--- src/rtl/matmul_pkg.sv ---
// Shared types and default sizing for the matrix-multiply loader and engine.
package matmul_pkg;
  localparam int DEFAULT_DATA_WIDTH  = 32;
  localparam int DEFAULT_ADDR_WIDTH  = 12;
  localparam int DEFAULT_VECTOR_SIZE = 64;

  typedef enum logic [2:0] {
    IDLE   = 3'd0,
    LOAD_X = 3'd1,
    LOAD_Y = 3'd2,
    START  = 3'd3,
    WAIT   = 3'd4
  } loader_state_t;
endpackage

--- src/rtl/matmul_loader_if.sv ---
// FWFT FIFO input, X/Y BRAM write ports and engine start/done handshake.
interface matmul_loader_if #(
  parameter int DATA_WIDTH = matmul_pkg::DEFAULT_DATA_WIDTH,
  parameter int ADDR_WIDTH = matmul_pkg::DEFAULT_ADDR_WIDTH
);
  logic [DATA_WIDTH-1:0] in_dout;
  logic                  in_empty;
  logic                  in_rd_en;
  logic [DATA_WIDTH-1:0] x_din;
  logic [ADDR_WIDTH-1:0] x_addr;
  logic                  x_wr_en;
  logic [DATA_WIDTH-1:0] y_din;
  logic [ADDR_WIDTH-1:0] y_addr;
  logic                  y_wr_en;
  logic                  mm_start;
  logic                  mm_done;
  logic                  busy;

  modport master (
    input  in_dout, in_empty, mm_done,
    output in_rd_en, x_din, x_addr, x_wr_en, y_din, y_addr, y_wr_en, mm_start, busy
  );

  modport slave (
    output in_dout, in_empty, mm_done,
    input  in_rd_en, x_din, x_addr, x_wr_en, y_din, y_addr, y_wr_en, mm_start, busy
  );
endinterface

--- src/rtl/matmul_loader.sv ---
// Streams one X then one Y matrix row-major from a FWFT FIFO into BRAMs, 1 word/cycle,
// then pulses start and holds off the next frame until the engine reports done.
module matmul_loader
  import matmul_pkg::*;
#(
  parameter int DATA_WIDTH  = DEFAULT_DATA_WIDTH,
  parameter int ADDR_WIDTH  = DEFAULT_ADDR_WIDTH,
  parameter int VECTOR_SIZE = DEFAULT_VECTOR_SIZE
) (
  input logic             clock,
  input logic             reset,
  matmul_loader_if.master bus
);
  localparam logic [ADDR_WIDTH-1:0] LAST = ADDR_WIDTH'(VECTOR_SIZE * VECTOR_SIZE - 1);

  loader_state_t         state_q, state_d;
  logic [ADDR_WIDTH-1:0] cnt_q, cnt_d;
  logic                  in_x, in_y, pop;

  assign in_x = (state_q == LOAD_X);
  assign in_y = (state_q == LOAD_Y);
  assign pop  = (in_x || in_y) && !bus.in_empty;

  always_comb begin
    state_d = state_q;
    cnt_d   = cnt_q;
    case (state_q)
      IDLE: begin
        if (!bus.in_empty) begin
          state_d = LOAD_X;
          cnt_d   = '0;
        end
      end
      LOAD_X, LOAD_Y: begin
        // A stalled FIFO freezes the address so no BRAM location is ever skipped.
        if (pop) begin
          if (cnt_q == LAST) begin
            cnt_d   = '0;
            state_d = in_x ? LOAD_Y : START;
          end else begin
            cnt_d = cnt_q + ADDR_WIDTH'(1);
          end
        end
      end
      START:   state_d = WAIT;
      WAIT:    if (bus.mm_done) state_d = IDLE;
      default: state_d = IDLE;
    endcase
  end

  always_ff @(posedge clock) begin
    if (reset) begin
      state_q <= IDLE;
      cnt_q   <= '0;
    end else begin
      state_q <= state_d;
      cnt_q   <= cnt_d;
    end
  end

  assign bus.in_rd_en = pop;
  assign bus.x_wr_en  = in_x && !bus.in_empty;
  assign bus.x_din    = in_x ? bus.in_dout : '0;
  assign bus.x_addr   = in_x ? cnt_q : '0;
  assign bus.y_wr_en  = in_y && !bus.in_empty;
  assign bus.y_din    = in_y ? bus.in_dout : '0;
  assign bus.y_addr   = in_y ? cnt_q : '0;
  assign bus.mm_start = (state_q == START);
  assign bus.busy     = (state_q != IDLE);
endmodule

--- src/flat_wrapper.sv ---
// flat-port wrapper written by rule: the top's interface ports become plain ports
module matmul_loader_flat import matmul_pkg::*;
#(
  parameter int DATA_WIDTH  = DEFAULT_DATA_WIDTH,
  parameter int ADDR_WIDTH  = DEFAULT_ADDR_WIDTH,
  parameter int VECTOR_SIZE = DEFAULT_VECTOR_SIZE
)
  (clock, reset, bus_in_dout, bus_in_empty, bus_mm_done, bus_in_rd_en, bus_x_din, bus_x_addr, bus_x_wr_en, bus_y_din, bus_y_addr, bus_y_wr_en, bus_mm_start, bus_busy);
  matmul_loader_if #(.DATA_WIDTH(DATA_WIDTH), .ADDR_WIDTH(ADDR_WIDTH)) bus_i ();
  input logic clock;
  input logic reset;
  input wire logic [$bits(bus_i.in_dout)-1:0] bus_in_dout;
  input wire logic [$bits(bus_i.in_empty)-1:0] bus_in_empty;
  input wire logic [$bits(bus_i.mm_done)-1:0] bus_mm_done;
  output wire logic [$bits(bus_i.in_rd_en)-1:0] bus_in_rd_en;
  output wire logic [$bits(bus_i.x_din)-1:0] bus_x_din;
  output wire logic [$bits(bus_i.x_addr)-1:0] bus_x_addr;
  output wire logic [$bits(bus_i.x_wr_en)-1:0] bus_x_wr_en;
  output wire logic [$bits(bus_i.y_din)-1:0] bus_y_din;
  output wire logic [$bits(bus_i.y_addr)-1:0] bus_y_addr;
  output wire logic [$bits(bus_i.y_wr_en)-1:0] bus_y_wr_en;
  output wire logic [$bits(bus_i.mm_start)-1:0] bus_mm_start;
  output wire logic [$bits(bus_i.busy)-1:0] bus_busy;
  assign bus_i.in_dout = bus_in_dout;
  assign bus_i.in_empty = bus_in_empty;
  assign bus_i.mm_done = bus_mm_done;
  assign bus_in_rd_en = bus_i.in_rd_en;
  assign bus_x_din = bus_i.x_din;
  assign bus_x_addr = bus_i.x_addr;
  assign bus_x_wr_en = bus_i.x_wr_en;
  assign bus_y_din = bus_i.y_din;
  assign bus_y_addr = bus_i.y_addr;
  assign bus_y_wr_en = bus_i.y_wr_en;
  assign bus_mm_start = bus_i.mm_start;
  assign bus_busy = bus_i.busy;
  matmul_loader #(.DATA_WIDTH(DATA_WIDTH), .ADDR_WIDTH(ADDR_WIDTH), .VECTOR_SIZE(VECTOR_SIZE)) u_core (.clock(clock), .reset(reset), .bus(bus_i));
endmodule
--- config.mk ---
export PLATFORM = sky130hd
export DESIGN_NAME = matmul_loader_flat
export DESIGN_NICKNAME = d
export VERILOG_FILES = /design/src/rtl/matmul_pkg.sv /design/src/rtl/matmul_loader_if.sv /design/src/rtl/matmul_loader.sv /design/src/flat_wrapper.sv
export SDC_FILE = /design/constraint.sdc
export NUM_CORES = 1
export LEC_CHECK = 0
export ABC_AREA = 1
export CAP_MARGIN = 10
export CORE_MARGIN = 1.5
export CORE_UTILIZATION = 28
export CTS_CLUSTER_SIZE = 10
export DETAILED_ROUTE_END_ITERATION = 10
export GPL_ROUTABILITY_DRIVEN = 0
export PLACE_DENSITY = 0.78
export RECOVER_POWER = 25
export REMOVE_ABC_BUFFERS = 1
export SKIP_LAST_GASP = 1
export SLEW_MARGIN = 20
export SYNTH_ARGS = -nofsm -noshare
export SYNTH_HDL_FRONTEND = slang
export SYNTH_SLANG_ARGS = --single-unit
--- constraint.sdc ---
create_clock -name clock -period 1.37 [get_ports clock]
set_input_delay 0.137 -clock clock [delete_from_list [all_inputs] [get_ports clock]]
set_output_delay 0.137 -clock clock [all_outputs]
set_load 0.005 [all_outputs]
==> impl_metrics.toml <==
[status]
status = "finished, violations left"
violations = "negative setup slack"

[critical_path]
critPathSlowestCell = "dfxtp_2"
crit_type = "flop to output port"
crit_chain = "nand3b_1, buf_8, buf_12, nor2_2, buf_2"
critPathBufInv = 3
critPathMaxFanout = 8
start_kind = "flop"
required_ps = 1230
arrival_ps = 1350
crit_path_end_kind = "output port"
crit_family = "buffers and inverters"
cpPeakStageDelay_ps = 330

[pwr]
leakage_nw = 1.56
ir_drop_mv = 0.562
pwr_density_cell_mw_per_mm2 = 652

[placed_design]
placed_area_mm2 = 0.00289
place_ws_ps = -145
dp_hpwl_mm = 4.52
io_buffers = 128

[yosys]
syn_inst = 268
seq_area_frac_synth = 0.214
ys_seq_elements = 15
synth_area_per_cell_um2 = 5.24
yosys_warnings = 0
yosys.cell_types.count = 21
netlist_area_mm2 = 0.00141

[sta]
tightest_slew_ps = 328
clock_skew_ps = 2.73
timing.fmax_mhz = 674
max-slew-margin-rel = 0.779
setup_viol = 46
drv_slew = 0
timing.final.ws_setup_ps = -113
finalCriticalPeriod_ps = 1480
finalHoldViolations = 0
post-route-period-util = 1.08
rsz0062_at_grt = "yes"
tns_ps = -3350

[finish]
fillCellCount = 487
seq_area_um2 = 309
diodes = 0
design_area_mm2 = 0.00295
drive_gt1_frac = 0.487
layout.nets = 465
area_delta_synth_final_pct = 110
multi_input_area_mm2 = 0.00102

[die]
rows = 25
dieHeight_um = 73.8
boundaryPins = 129
die_w_um = 73.8
die-area_mm2 = 0.00545
start_util = 0.294
coreArea_mm2 = 0.00479

[flow_run]
drv_cap = 0

[global_route]
grt_overflow = 0
antenna_found_initial = 0
first_global_vias = 1810
grt_max_degree = 22
grt_pass1_wl_mm = 8.80
grt.total_usage = 0.210

[route]
via_count = 2211
initialDrtViolationCount = 46
drtPass1Iterations = 4
drcViolationCount = 0
wire_per_inst_um = 13.4
postRouteAntennaNets = 0
wl_mm = 6.63
via_per_inst = 4.48

[clock_tree]
clock-sinks = 15
cts-root-buf = "clkbuf_8"
clk-insertion-delay-late_ps = 250
htree_levels = 1
cts_tree = "built"
cts_buffers = 3
cts_buffer_depth = 2
clkTransAtPathRegs_ps = 60

[min_path]
hp-class = "flop to flop"
-- final cells by class --
cell class                      count  area share
Clock buffer                        4      0.0153
Inverter                           58      0.0763
Multi-Input combinational cell    186       0.345
Sequential cell                    15       0.105
Tap cell                           67      0.0284
Timing Repair Buffer              164       0.430
-- path summary, 6_finish.rpt --
kind / from / end / slack [ps] / cells past startpoint
hold reg to reg: u_core.cnt_q[10]$_SDFFE_PP0P_ / u_core.cnt_q[10]$_SDFFE_PP0P_ / 520 / 2
setup reg to reg: u_core.state_q[2]$_SDFFE_PP0P_ / u_core.cnt_q[9]$_SDFFE_PP0P_ / 20 / 9
hold / removal: u_core.cnt_q[10]$_SDFFE_PP0P_ / u_core.cnt_q[10]$_SDFFE_PP0P_ / 520 / 2
setup / recovery: u_core.state_q[1]$_SDFFE_PP0P_ / bus_x_din[21] / -110 / 5
-- sequential cells by signal, summed over array words and instances (netlist names) --
signal / count
u_core.cnt_q: 12
u_core.state_q: 3
-- synth_stat cells, drive strengths merged --
library cell | count | area (um2)
nor2 | 117 | 469
dfxtp | 15 | 300
nand3b | 2 | 15.0
nand4 | 5 | 31.3
nand2 | 30 | 133
inv | 58 | 218
a21oi | 6 | 30.0
nor3 | 5 | 40.0
nand3 | 12 | 65.1
ha | 1 | 12.5
buf | 9 | 51.3
o21ai | 8 | 40.0
-- per-layer routing --
metal / vias up / GRT usage / wire length, um
li1: 1105 / - / -
met1: 1009 / 0.229 / 2480
met2: 85 / 0.398 / 3480
met3: 12 / 0.0494 / 574
met4: 0 / 0.0576 / 99
met5: - / 0 / 0
-- cell usage in the layout (no fill, tap or decap), drive strengths merged, types with 5 or more instances in the layout --
cell and instances:
nand3 12, o21ai 8, dfxtp 15, nand4 5, nor2 117, clkdlybuf4s50 35
inv 58, buf 87, nand2 30, clkbuf 45, a21oi 6, nor3 5
-- worst min-delay path, cell delays in order (launching register included) --
cell	delay, ps
dfxtp_1	330
nor2_1	110
nor2_1	40
-- cell families (layout without fill, tap and decap cells) --
family / Yosys count / after routing / synth area share
buf+inv: 67 / 226 / 0.191
simple gates: 171 / 171 / 0.536
compound gates: 14 / 14 / 0.0499
flops: 15 / 15 / 0.214
fa+ha+maj: 1 / 1 / 0.00890
-- through the flow --
step	utilization	total power, mW	instances	hold slack [ps]
detailed placement	0.603	1.34	473	511
CTS	0.628	1.89	491	522
global placement	0.603	1.33	473	500
floorplan	-	0.779	259	206
global route	0.617	2.02	494	569
finish	0.617	1.93	494	525
-- what timing repair did --
action | CTS | global route
gates resized for setup | 255 | 166
gates cloned | 6 | 2
setup buffers | 8 | 5
hold buffers | 0 | 0
endpoints found under the setup margin | 94 | 100
pin swaps | 2 | 11
-- power breakdown --
part	internal, mW	leakage, nW	switching, mW
combinational	0.571	1.41	0.519
sequential	0.451	0.124	0.0130
clock	0.207	0.0228	0.166
total	1.23	1.56	0.698
No activity file was read; power rests on OpenSTA's default activity.
